`src/rtl/sym_mapper_gen.sv`:
```
`timescale 1ns/1ps
// -----------------------------------------------------------------------------
// sym_mapper_gen
//
// Frame-aware bit-stream to I/Q symbol mapper. IW-bit input words arrive on a
// pipelined Wishbone-style slave port, bit 0 being the oldest bit. Bits are
// gathered in a small buffer and taken 1/2/4/6 at a time (BPSK/QPSK/16QAM/
// 64QAM). Each group is Gray-mapped to signed OW-bit I and Q components,
// which are saturated and presented on a Wishbone-style master port. When
// CYC_I falls the block flushes the remaining bits, optionally zero-padding a
// partial last symbol, and then drops CYC_O.
//
// Handshake semantics (both ports):
//   slave : a word on DAT_I is taken on the rising edge of CLK_I at which
//           CYC_I & STB_I & WE_I & ACK_O are all high. ACK_O is combinational
//           and only rises while the block is running and has room.
//   master: a symbol on DAT_O is taken downstream on the rising edge at which
//           STB_O & ACK_I are both high. While STB_O is high and ACK_I is low,
//           DAT_O and STB_O are held unchanged.
//
// Ports:
//   CLK_I        clock, rising edge
//   RST_I        asynchronous active-low reset
//   DAT_I[IW]    input bit word
//   CYC_I        input frame valid; falling edge ends the frame
//   STB_I, WE_I  input strobe / write enable
//   ACK_O        input word accepted (combinational)
//   DAT_O[2*OW]  {Q, I} output sample
//   CYC_O        output frame active
//   STB_O, WE_O  output symbol valid (WE_O mirrors STB_O)
//   ACK_I        downstream accept
//   STD[2]       01 = WiMAX (bits inverted before mapping), else 802.11
//   modulation select (2 bits): 11 = 64QAM, 10 = 16QAM, 00 = QPSK, 01 = BPSK
//   SYM_CNT_O    symbols emitted in the current frame (saturating)
//   DBG_STATE_O  current FSM state (0 = IDLE, 1 = RUN, 2 = FLUSH)
// -----------------------------------------------------------------------------
module sym_mapper_gen #(
    parameter int              IW        = 8,
    parameter int              OW        = 16,
    parameter logic [OW-1:0]   STEP_BPSK = 16'h7FFF,
    parameter logic [OW-1:0]   STEP_QPSK = 16'h5A82,
    parameter logic [OW-1:0]   STEP_Q16  = 16'h287A,
    parameter logic [OW-1:0]   STEP_Q64  = 16'h13C0,
    parameter bit              PAD_EN    = 1'b1
) (
    input  logic              CLK_I,
    input  logic              RST_I,
    input  logic [IW-1:0]     DAT_I,
    input  logic              CYC_I,
    input  logic              STB_I,
    input  logic              WE_I,
    output logic              ACK_O,
    output logic [2*OW-1:0]   DAT_O,
    output logic              CYC_O,
    output logic              STB_O,
    output logic              WE_O,
    input  logic              ACK_I,
    input  logic [1:0]        STD,
    input  logic [1:0]        MOD,
    output logic [15:0]       SYM_CNT_O,
    output logic [1:0]        DBG_STATE_O
);

    // Buffer holds at most 5 leftover bits plus one freshly accepted word.
    localparam int BW = IW + 5;
    localparam int CW = $clog2(IW + 6);

    // Symmetric saturation limits at the widened product width.
    localparam logic signed [OW+3:0] SAT_POS = (OW+4)'((64'd1 << (OW - 1)) - 64'd1);
    localparam logic signed [OW+3:0] SAT_NEG = -SAT_POS;

    typedef enum logic [1:0] {
        ST_IDLE  = 2'd0,
        ST_RUN   = 2'd1,
        ST_FLUSH = 2'd2
    } state_t;

    state_t            state_q, state_d;
    logic [BW-1:0]     buf_q, buf_d;
    logic [CW-1:0]     cnt_q, cnt_d;
    logic [2*OW-1:0]   dat_q, dat_d;
    logic              stb_q, stb_d;
    logic              cyc_q, cyc_d;
    logic [15:0]       sym_cnt_q, sym_cnt_d;
    logic [1:0]        mod_q, mod_d;
    logic [1:0]        std_q, std_d;

    logic [CW-1:0]     k;
    logic              out_free;
    logic              ack;
    logic              active;
    logic              can_consume;
    logic              pad_case;
    logic              emit;
    logic [5:0]        sym_mask;
    logic [5:0]        sym_bits;
    logic [CW-1:0]     cnt_after;
    logic [BW-1:0]     buf_after;

    // -------------------------------------------------------------------------
    // One axis: n Gray-coded bits, b[0] being the MSB of the Gray code.
    // level = 2*gray2bin(g) - (2^n - 1), scaled by the step and saturated.
    // -------------------------------------------------------------------------
    function automatic logic [OW-1:0] map_axis(
        input logic [2:0]    b,
        input logic [1:0]    n,
        input logic [OW-1:0] step
    );
        logic [2:0]              g;
        logic [2:0]              idx;
        logic signed [4:0]       max_lvl;
        logic signed [4:0]       lvl;
        logic signed [OW+3:0]    lvl_w;
        logic signed [OW+3:0]    step_w;
        logic signed [OW+3:0]    prod;
        logic [OW-1:0]           res;
        case (n)
            2'd1: begin
                g       = {2'b00, b[0]};
                max_lvl = 5'sd1;
            end
            2'd2: begin
                g       = {1'b0, b[0], b[1]};
                max_lvl = 5'sd3;
            end
            default: begin
                g       = {b[0], b[1], b[2]};
                max_lvl = 5'sd7;
            end
        endcase
        // Leading zero padding of g leaves the binary value unchanged.
        idx[2] = g[2];
        idx[1] = idx[2] ^ g[1];
        idx[0] = idx[1] ^ g[0];
        lvl    = $signed({1'b0, idx, 1'b0}) - max_lvl;
        lvl_w  = {{(OW-1){lvl[4]}}, lvl};
        step_w = $signed({4'b0000, step});
        prod   = lvl_w * step_w;
        if (prod > SAT_POS) begin
            res = SAT_POS[OW-1:0];
        end else if (prod < SAT_NEG) begin
            res = SAT_NEG[OW-1:0];
        end else begin
            res = prod[OW-1:0];
        end
        return res;
    endfunction

    // -------------------------------------------------------------------------
    // Whole symbol: s[0] is the oldest bit. I takes the first half of the
    // symbol bits, Q the second half; BPSK drives Q to zero.
    // -------------------------------------------------------------------------
    function automatic logic [2*OW-1:0] map_sym(
        input logic [5:0] s,
        input logic [1:0] mode
    );
        logic [OW-1:0] i_c;
        logic [OW-1:0] q_c;
        case (mode)
            2'b01: begin
                i_c = map_axis({2'b00, s[0]}, 2'd1, STEP_BPSK);
                q_c = '0;
            end
            2'b00: begin
                i_c = map_axis({2'b00, s[0]}, 2'd1, STEP_QPSK);
                q_c = map_axis({2'b00, s[1]}, 2'd1, STEP_QPSK);
            end
            2'b10: begin
                i_c = map_axis({1'b0, s[1], s[0]}, 2'd2, STEP_Q16);
                q_c = map_axis({1'b0, s[3], s[2]}, 2'd2, STEP_Q16);
            end
            default: begin
                i_c = map_axis({s[2], s[1], s[0]}, 2'd3, STEP_Q64);
                q_c = map_axis({s[5], s[4], s[3]}, 2'd3, STEP_Q64);
            end
        endcase
        return {q_c, i_c};
    endfunction

    // -------------------------------------------------------------------------
    // Bits per symbol for the captured modulation.
    // -------------------------------------------------------------------------
    always_comb begin
        case (mod_q)
            2'b11:   k = CW'(6);
            2'b10:   k = CW'(4);
            2'b00:   k = CW'(2);
            default: k = CW'(1);
        endcase
    end

    // Only bits below cnt are valid; the rest read as zero so a partial
    // symbol at flush is zero-padded before the WiMAX inversion.
    always_comb begin
        sym_mask = '0;
        for (int i = 0; i < 6; i++) begin
            sym_mask[i] = (cnt_q > CW'(i));
        end
    end

    assign sym_bits    = (buf_q[5:0] & sym_mask) ^ {6{std_q == 2'b01}};
    assign out_free    = ~stb_q | ACK_I;
    assign ack         = CYC_I & STB_I & WE_I & (state_q == ST_RUN) & (cnt_q < CW'(6));
    assign active      = (state_q == ST_RUN) || (state_q == ST_FLUSH);
    assign can_consume = active && (cnt_q >= k) && out_free;
    assign pad_case    = (state_q == ST_FLUSH) && (cnt_q != '0) && (cnt_q < k);
    assign emit        = can_consume || (pad_case && (PAD_EN != 1'b0) && out_free);

    // -------------------------------------------------------------------------
    // FSM: state register
    // -------------------------------------------------------------------------
    always_ff @(posedge CLK_I or negedge RST_I) begin
        if (!RST_I) begin
            state_q <= ST_IDLE;
        end else begin
            state_q <= state_d;
        end
    end

    // -------------------------------------------------------------------------
    // FSM: next-state logic
    // -------------------------------------------------------------------------
    always_comb begin
        state_d = state_q;
        case (state_q)
            ST_IDLE: begin
                if (CYC_I) begin
                    state_d = ST_RUN;
                end
            end
            ST_RUN: begin
                if (!CYC_I) begin
                    state_d = ST_FLUSH;
                end
            end
            ST_FLUSH: begin
                // Leave only once every bit is gone and the last symbol was taken.
                if ((cnt_q == '0) && !stb_q) begin
                    state_d = ST_IDLE;
                end
            end
            default: state_d = ST_IDLE;
        endcase
    end

    // -------------------------------------------------------------------------
    // FSM: output / datapath logic
    // -------------------------------------------------------------------------
    always_comb begin
        buf_d     = buf_q;
        cnt_d     = cnt_q;
        dat_d     = dat_q;
        stb_d     = stb_q;
        cyc_d     = cyc_q;
        sym_cnt_d = sym_cnt_q;
        mod_d     = mod_q;
        std_d     = std_q;
        cnt_after = cnt_q;
        buf_after = buf_q;

        // Output register: load a new symbol, retire an accepted one, or hold.
        if (emit) begin
            dat_d = map_sym(sym_bits, mod_q);
            stb_d = 1'b1;
            if (sym_cnt_q != 16'hFFFF) begin
                sym_cnt_d = sym_cnt_q + 16'd1;
            end
        end else if (out_free) begin
            stb_d = 1'b0;
        end

        // Remove consumed bits first, then append any accepted word on top.
        if (can_consume) begin
            cnt_after = cnt_q - k;
            buf_after = buf_q >> k;
        end else if (pad_case && ((PAD_EN == 1'b0) || out_free)) begin
            cnt_after = '0;
            buf_after = '0;
        end

        cnt_d = cnt_after;
        buf_d = buf_after;
        if (ack) begin
            cnt_d = cnt_after + CW'(IW);
            buf_d = buf_after | (BW'(DAT_I) << cnt_after);
        end

        case (state_q)
            ST_IDLE: begin
                if (CYC_I) begin
                    mod_d     = MOD;
                    std_d     = STD;
                    cyc_d     = 1'b1;
                    sym_cnt_d = '0;
                    cnt_d     = '0;
                    buf_d     = '0;
                    stb_d     = 1'b0;
                end
            end
            ST_FLUSH: begin
                if ((cnt_q == '0) && !stb_q) begin
                    cyc_d = 1'b0;
                end
            end
            default: ;
        endcase
    end

    // -------------------------------------------------------------------------
    // Datapath registers
    // -------------------------------------------------------------------------
    always_ff @(posedge CLK_I or negedge RST_I) begin
        if (!RST_I) begin
            buf_q     <= '0;
            cnt_q     <= '0;
            dat_q     <= '0;
            stb_q     <= 1'b0;
            cyc_q     <= 1'b0;
            sym_cnt_q <= '0;
            mod_q     <= 2'b00;
            std_q     <= 2'b00;
        end else begin
            buf_q     <= buf_d;
            cnt_q     <= cnt_d;
            dat_q     <= dat_d;
            stb_q     <= stb_d;
            cyc_q     <= cyc_d;
            sym_cnt_q <= sym_cnt_d;
            mod_q     <= mod_d;
            std_q     <= std_d;
        end
    end

    assign ACK_O       = ack;
    assign DAT_O       = dat_q;
    assign STB_O       = stb_q;
    assign WE_O        = stb_q;
    assign CYC_O       = cyc_q;
    assign SYM_CNT_O   = sym_cnt_q;
    assign DBG_STATE_O = state_q;

endmodule

```
`config.mk`:
```
export PLATFORM = sky130hd
export DESIGN_NAME = sym_mapper_gen
export DESIGN_NICKNAME = d
export VERILOG_FILES = /design/src/rtl/sym_mapper_gen.sv
export SDC_FILE = /design/constraint.sdc
export NUM_CORES = 1
export LEC_CHECK = 0
export ABC_AREA = 1
export BUFFER_PORTS_ARGS = -buffer_cell sky130_fd_sc_hd__buf_2
export CAP_MARGIN = 25
export CORE_MARGIN = 5
export CORE_UTILIZATION = 32
export CTS_CLUSTER_DIAMETER = 40
export DETAILED_ROUTE_END_ITERATION = 8
export SLEW_MARGIN = 25
export SYNTH_ARGS = -nofsm -noshare
export SYNTH_HDL_FRONTEND = slang
export SYNTH_SLANG_ARGS = --single-unit
```
`constraint.sdc`:
```
create_clock -name CLK_I -period 7.6 [get_ports CLK_I]
set_input_delay 0.38 -clock CLK_I [delete_from_list [all_inputs] [get_ports CLK_I]]
set_output_delay 0.38 -clock CLK_I [all_outputs]
set_load 0.01 [all_outputs]
```
### Word level (Yosys, flattened, before mapping)

Cells that the tools add are included.

* word-level logic and storage cells: 166
* output and inout bits: 54
* input port bits: 18
* flip-flop bits (word level): 73

* magnitude comparators: 23
* reduce and logical (&&, ||, !) cells: 18
* $mul: 7
* add/subtract/negate cells: 10
* equality and inequality tests: 10
* bitwise gates (word level): 23
* shift operators: 2
* multiplexer cells: 64

Operators by type and width (number)
* $mux W16: 18
* $gt A20 B16 Y1 const B: 5
* $lt A20 B16 Y1 const B: 5
* $pmux W16 S3: 2
* $mux W13: 5
* $mux W3: 14
* $mux W5: 8
* $gt A19 B16 Y1 const B: 2
* $lt A19 B16 Y1 const B: 2
* $mul A5 B14 Y19 const B: 2
* $mul A5 B15 Y19 const B: 2
* $sub A5 B5 Y5: 7
* $mul A5 B8 Y13 const B: 2
* $mul A5 B16 Y20 const B: 1
* $mux W4: 5
* $add A16 B1 Y16 const B: 1
* $ne A16 B16 Y1 const B: 1
* $xor A1 B1 Y1: 14
* $or A13 B13 Y13: 1
* $shl A8 B4 Y13: 1
* $shr A13 B4 Y13: 1
* $pmux W3 S3: 1
* $gt A4 B1 Y1 const B: 2
* $gt A4 B2 Y1 const B: 2
* other kinds (29): 53

### Longest topological paths before layout

* depth in word-level cells: 15
* mapped depth: 24
* mapped depth without buffers: 24

### Worst setup path before layout

OpenSTA, ideal clock, no wires.

* path kind: register -> register
* from: register cnt_q[1]
* to: register dat_q[27], in the netlist DAT_O[27]
* arrival time: 3059 ps
* cell stages (with the launch flop): 24
* data required time: 7474 ps
* library setup time: 126 ps
* period minus slack after synthesis: 3185 ps
* buffers on the path: 0
* setup slack: 4415 ps
* cell sequence: dfrtp_1 nor2_1 o21ai_0 nand2_1 nand2_1 nand2_1 inv_1 ha_1 inv_1 ha_1 inv_1 o21ai_0 ha_1 ha_1 nand2_1 nand3b_1 nand2_1 inv_1 nand2_1 nand2_1 nand2_1 nand2_1 nand2_1 nand2_1

* word-level cells in the longest chain between the ends: 13
* elaborated cells on any way between the ends: 46
* classes of those cells: add/sub (3); mul (3); order compare (13); mux (13); bitwise (7); reduce/logical (7)

RTL lines
* from (decl): RTL line 80 `logic [CW-1:0] cnt_q, cnt_d;`
* from (signal assigned): RTL line 324 `cnt_q <= cnt_d;`
* $gt A4 B2 Y1 / $gt A4 B3 Y1 (equally long branches): RTL line 197 `sym_mask[i] = (cnt_q > CW'(i));`
* $and A6 B6 Y6: RTL line 201 `assign sym_bits = (buf_q[5:0] & sym_mask) ^ {6{std_q == 2'b01}};`
* $xor A6 B6 Y6: RTL line 201
* $mux W3: RTL line 159 `case (mode)`
* $mux W3: RTL line 262 `if (emit) begin`
* $xor A1 B1 Y1: RTL line 133 `idx[1] = idx[2] ^ g[1];`
* $xor A1 B1 Y1: RTL line 134 `idx[0] = idx[1] ^ g[0];`
* $sub A5 B5 Y5: RTL line 135 `lvl = $signed({1'b0, idx, 1'b0}) - max_lvl;`
* $mul A5 B14 Y19 / $mul A5 B8 Y13 (equally long branches): RTL line 138 `prod = lvl_w * step_w;`
* $lt A20 B16 Y1 / $lt A19 B16 Y1 (equally long branches): RTL line 141 `end else if (prod < SAT_NEG) begin`
* $mux W16: RTL line 141
* $mux W16: RTL line 139 `if (prod > SAT_POS) begin`
* $pmux W16 S3: RTL line 159
* to (signal assigned): RTL line 325 `dat_q <= dat_d;`
* to (decl): RTL line 81 `logic [2*OW-1:0] dat_q, dat_d;`

Parallel ways exist; a longest one is shown, timed or not. The select of a mux whose other input is x is not followed.
A chain may end at the register's enable or synchronous reset.

### Worst setup path in the final report

* from: register mod_q[1]
* to: register dat_q[20], in the netlist DAT_O[20]

* word-level cells in the longest chain between the ends: 6
* elaborated cells on any way between the ends: 13
* classes of those cells: order compare (2); eq/ne (3); mux (2); reduce/logical (6)

RTL lines
* from (decl): RTL line 85 `logic [1:0] mod_q, mod_d;`
* from (signal assigned): RTL line 329 `mod_q <= mod_d;`
* $eq A2 B2 Y1 (tied with other cells): RTL line 159, 184
* $pmux W3 S3: RTL line 184 `case (mod_q)`
* $ge A4 B4 Y1 / $lt A4 B4 Y1 (equally long branches): RTL line 205, 206
* $logic_and A1 B1 Y1, on equally long branches: RTL line 205, 206
* $logic_and A1 B1 Y1, on equally long branches: RTL line 205, 207
* $logic_or A1 B1 Y1: RTL line 207 `assign emit = can_consume || (pad_case && (PAD_EN != 1'b0) && out_free);`

Parallel ways exist; a longest one is shown, timed or not.

==> summary.txt <==
Setup path
  – Slowest cell on crit path: ha_1
  – Crit path kind: flop to flop
  – Reg2reg path depth: 16
  – Arr. time, crit path: just over 4 ns
  – CP startpoint: mod_q[1]
  – Critical path, cell by cell: inv_1 > ha_1 > ha_1 > inv_1 > fa_1 > nand2_1 > nand2_1 > nor2_1 > nand2_2 > nand2_4 > inv_4 > nor2_4 > inv_1 > nor3_1 > inv_1 > nand3_1
  – R2R setup slack: approximately 3.8 ns
  – Crit path max-delay family: simple AND/OR/NAND/NOR gates
  – Capture point of the worst reg-to-reg path: DAT_O[20]
  – Worst path bufs/invs: 5
  – CP endpoint: DAT_O[20]
  – R2r startpoint: mod_q[1]
  – CP Capture Type: flop
  – Critical path launch point type: flop
  – Worst path max stage delay: roughly 0.60 ns
  – CP max FO: 35
  – WP depth: 16
  – Critical Path RT: 7.87 ns
  – Most frequent CP cell: inv_1

Timing
  – Tmin final: approximately 3.8 ns
  – Setup Skew: between 0.008 and 0.009 ns
  – Fmax: around 260 MHz
  – Slew headroom: 0.378
  – Fin crit share: 0.504
  – RSZ-0062 raised after global routing: false
  – Setup TNS: 0 ns
  – Worst-Margin Slew: roughly 0.93 ns
  – Final setup viols: 0
  – Final worst setup slack: between 3 and 4 ns
  – Final hold violation count: 0
  – Pins over their slew limit: 0

Synthesis
  – Post-Synthesis Cells: a little over 700
  – Area share of the largest cell type after synthesis: 0.337
  – Post-Syn Nets: around 770
  – Syn avg cell area: approximately 7.3 µm²
  – Unique cell type count in the Yosys netlist: 55
  – Top cells by area, synth: dfrtp_1 (34%), nand2_1 (13%), ha_1 (6.9%), inv_1 (6.1%), nand3_1 (5.7%)
  – Number of synthesized flops with an enable pin: 0
  – Async SR Flop Fraction: 1.00
  – Commonest cells in the netlist: nand2_1 (186), inv_1 (85), dfrtp_1 (71), nand3_1 (60), o21ai_0 (58)
  – Area leader, netlist: dfrtp_1
  – Flops & latches, synth: 71
  – Sequential share of the synthesized area: 0.337
  – Most common cell in the netlist: nand2_1
  – Synth warn: 0
  – Post-Syn Area: 5270 µm²
  – Ys flop type: dfrtp_1

Routing
  – Met2 wire len: just over 6000 µm
  – Avg WL per Cell: around 14 µm
  – Post-DRT Antenna Nets: 0
  – DRC Markers: 0
  – DR pass1 iterations: 5
  – Met3 Wirelength: 673 µm
  – Via/cell ratio: between 4 and 5
  – DR iter-0 viols: between 300 and 400
  – Length of routed wiring on met1: 6740 µm
  – Routed WL: 13,700 µm
  – Max layer used: met4
  – Via Count: 4,927

Global routing
  – Total gr overflow: 0
  – Total track usage: 0.143
  – Largest net degree at the start of global routing: 72
  – Vias in the first global route: ~4,600
  – First-pass GRT wire length: about 23,000 µm
  – Initial antenna violation count: 0

Cells and area
  – Layout fillers: between 1,500 and 2,000
  – Area of the multi-input gates: around 3000 µm²
  – Share of cells above drive strength 1: 0.168
  – # nets final: ~830
  – Register Area: 1780 µm²
  – Number of diodes: 0
  – Area Overhead vs Synth: 15.1%

Clocking
  – CTS tree: built
  – CTS max path bufs: 2
  – Worst-Skew Late Latency: about 0.34 ns
  – Post-CTS Setup Repair Bufs: 0
  – H-tree depth: 3
  – TritonCTS buffer count: 9
  – Hold buffers post-CTS: 0
  – Worst-path clk slew: 0.06 ns
  – Clk sink count: 71
  – Post-CTS sizing: 0
  – Root buffer selected by CTS: clkbuf_16

Job
  – Max Cap Viol: 0

Floorplanning
  – CORE AREA: around 16,000 µm²
  – Die height: around 140 µm
  – Initial Util: 0.329
  – FP Rows: between 40 and 50
  – Die W: between 100 and 150 µm
  – Full die area: 19,100 µm²
  – I/O Pins: just over 70

Hold path
  – Type of the worst min-delay path: primary input to asynchronous set/reset pin

Place
  – Pre-CTS setup slack: 3.73 ns
  – Input/output buffers: 71
  – Hpwl dp: 10,500 µm
  – Routability cong.: 0.866

Run status
  – Status: finished, final reports clean
-- layer usage --
metal	GRT usage	up-vias
li1	-	2514
met1	0.199	2253
met2	0.226	148
met3	0.0307	12
met4	0.0374	0
met5	0	-
-- through the flow --
step,hold slack [ns],instance area [µm²],util,instances
after detailed placement,0.487,5760,0.360,988
after floorplan,0.0844,5270,-,724
after global placement,0.469,5760,0.360,988
after CTS,0.222,6060,0.379,1004
final,0.0347,6060,0.379,1004
after global routing,0.131,6060,0.379,1004
-- cell usage in the layout, fill, tap and decap left out, types with 2 or more instances in the layout --
cell type,n
inv_6,2
a21oi_2,2
nor2_4,4
nand2_4,4
o221ai_1,2
clkbuf_16,9
nand4_1,6
o21ai_1,2
nand3_1,60
dfrtp_1,71
nand2_2,10
a31oi_1,4
nand2_1,186
inv_2,7
xnor2_1,4
clkinv_4,2
mux2i_1,3
ha_1,29
a21oi_1,46
o21ai_2,3
a22oi_1,9
o21ai_0,58
xor2_1,9
nor3_1,6
a211oi_1,3
nor2_1,42
inv_1,84
o211ai_1,11
buf_2,70
nand3_2,2
o21a_1,3
o22ai_1,2
nand3b_1,4
nor2_2,5
-- flip-flops by register name, summed over array words and instances (netlist names) --
name,count
DAT_O,30
SYM_CNT_O,16
buf_q,13
cnt_q,4
DBG_STATE_O,2
mod_q,2
std_q,2
CYC_O,1
STB_O,1
-- logic make-up (layout without fill, tap and decap cells) --
kind of cell	Yosys count	after routing	share of synthesized area
AO/OA/AOI/OAI	154	154	0.178
XOR/XNOR	14	14	0.0247
adder cells (fa/ha/maj)	30	30	0.0727
buffers and inverters	117	181	0.0936
flip-flops	71	71	0.337
multiplexers	3	3	0.00570
AND/OR/NAND/NOR	335	335	0.288
-- cell type report --
class | count | area share
Timing Repair Buffer | 71 | 0.0596
Clock inverter | 6 | 0.0114
Inverter | 94 | 0.0594
Multi-Input combinational cell | 536 | 0.494
Tap cell | 216 | 0.0446
Clock buffer | 10 | 0.0378
Sequential cell | 71 | 0.293
-- how the worst min path moves through the flow --
stage	from	end	slack [ns]	cells past startpoint
finish	RST_I	DAT_O[22]	0.03	1
global route	RST_I	DAT_O[22]	0.13	1
CTS	RST_I	DAT_O[23]	0.22	1
detailed placement	DAT_O[0]	DAT_O[0]	0.49	2
global placement	DAT_O[23]	DAT_O[23]	0.47	2
floorplan	RST_I	CYC_O	0.08	0
Power is not shown: default switching activity piles up to over one toggle a cycle in this logic, so the estimate is an artifact.
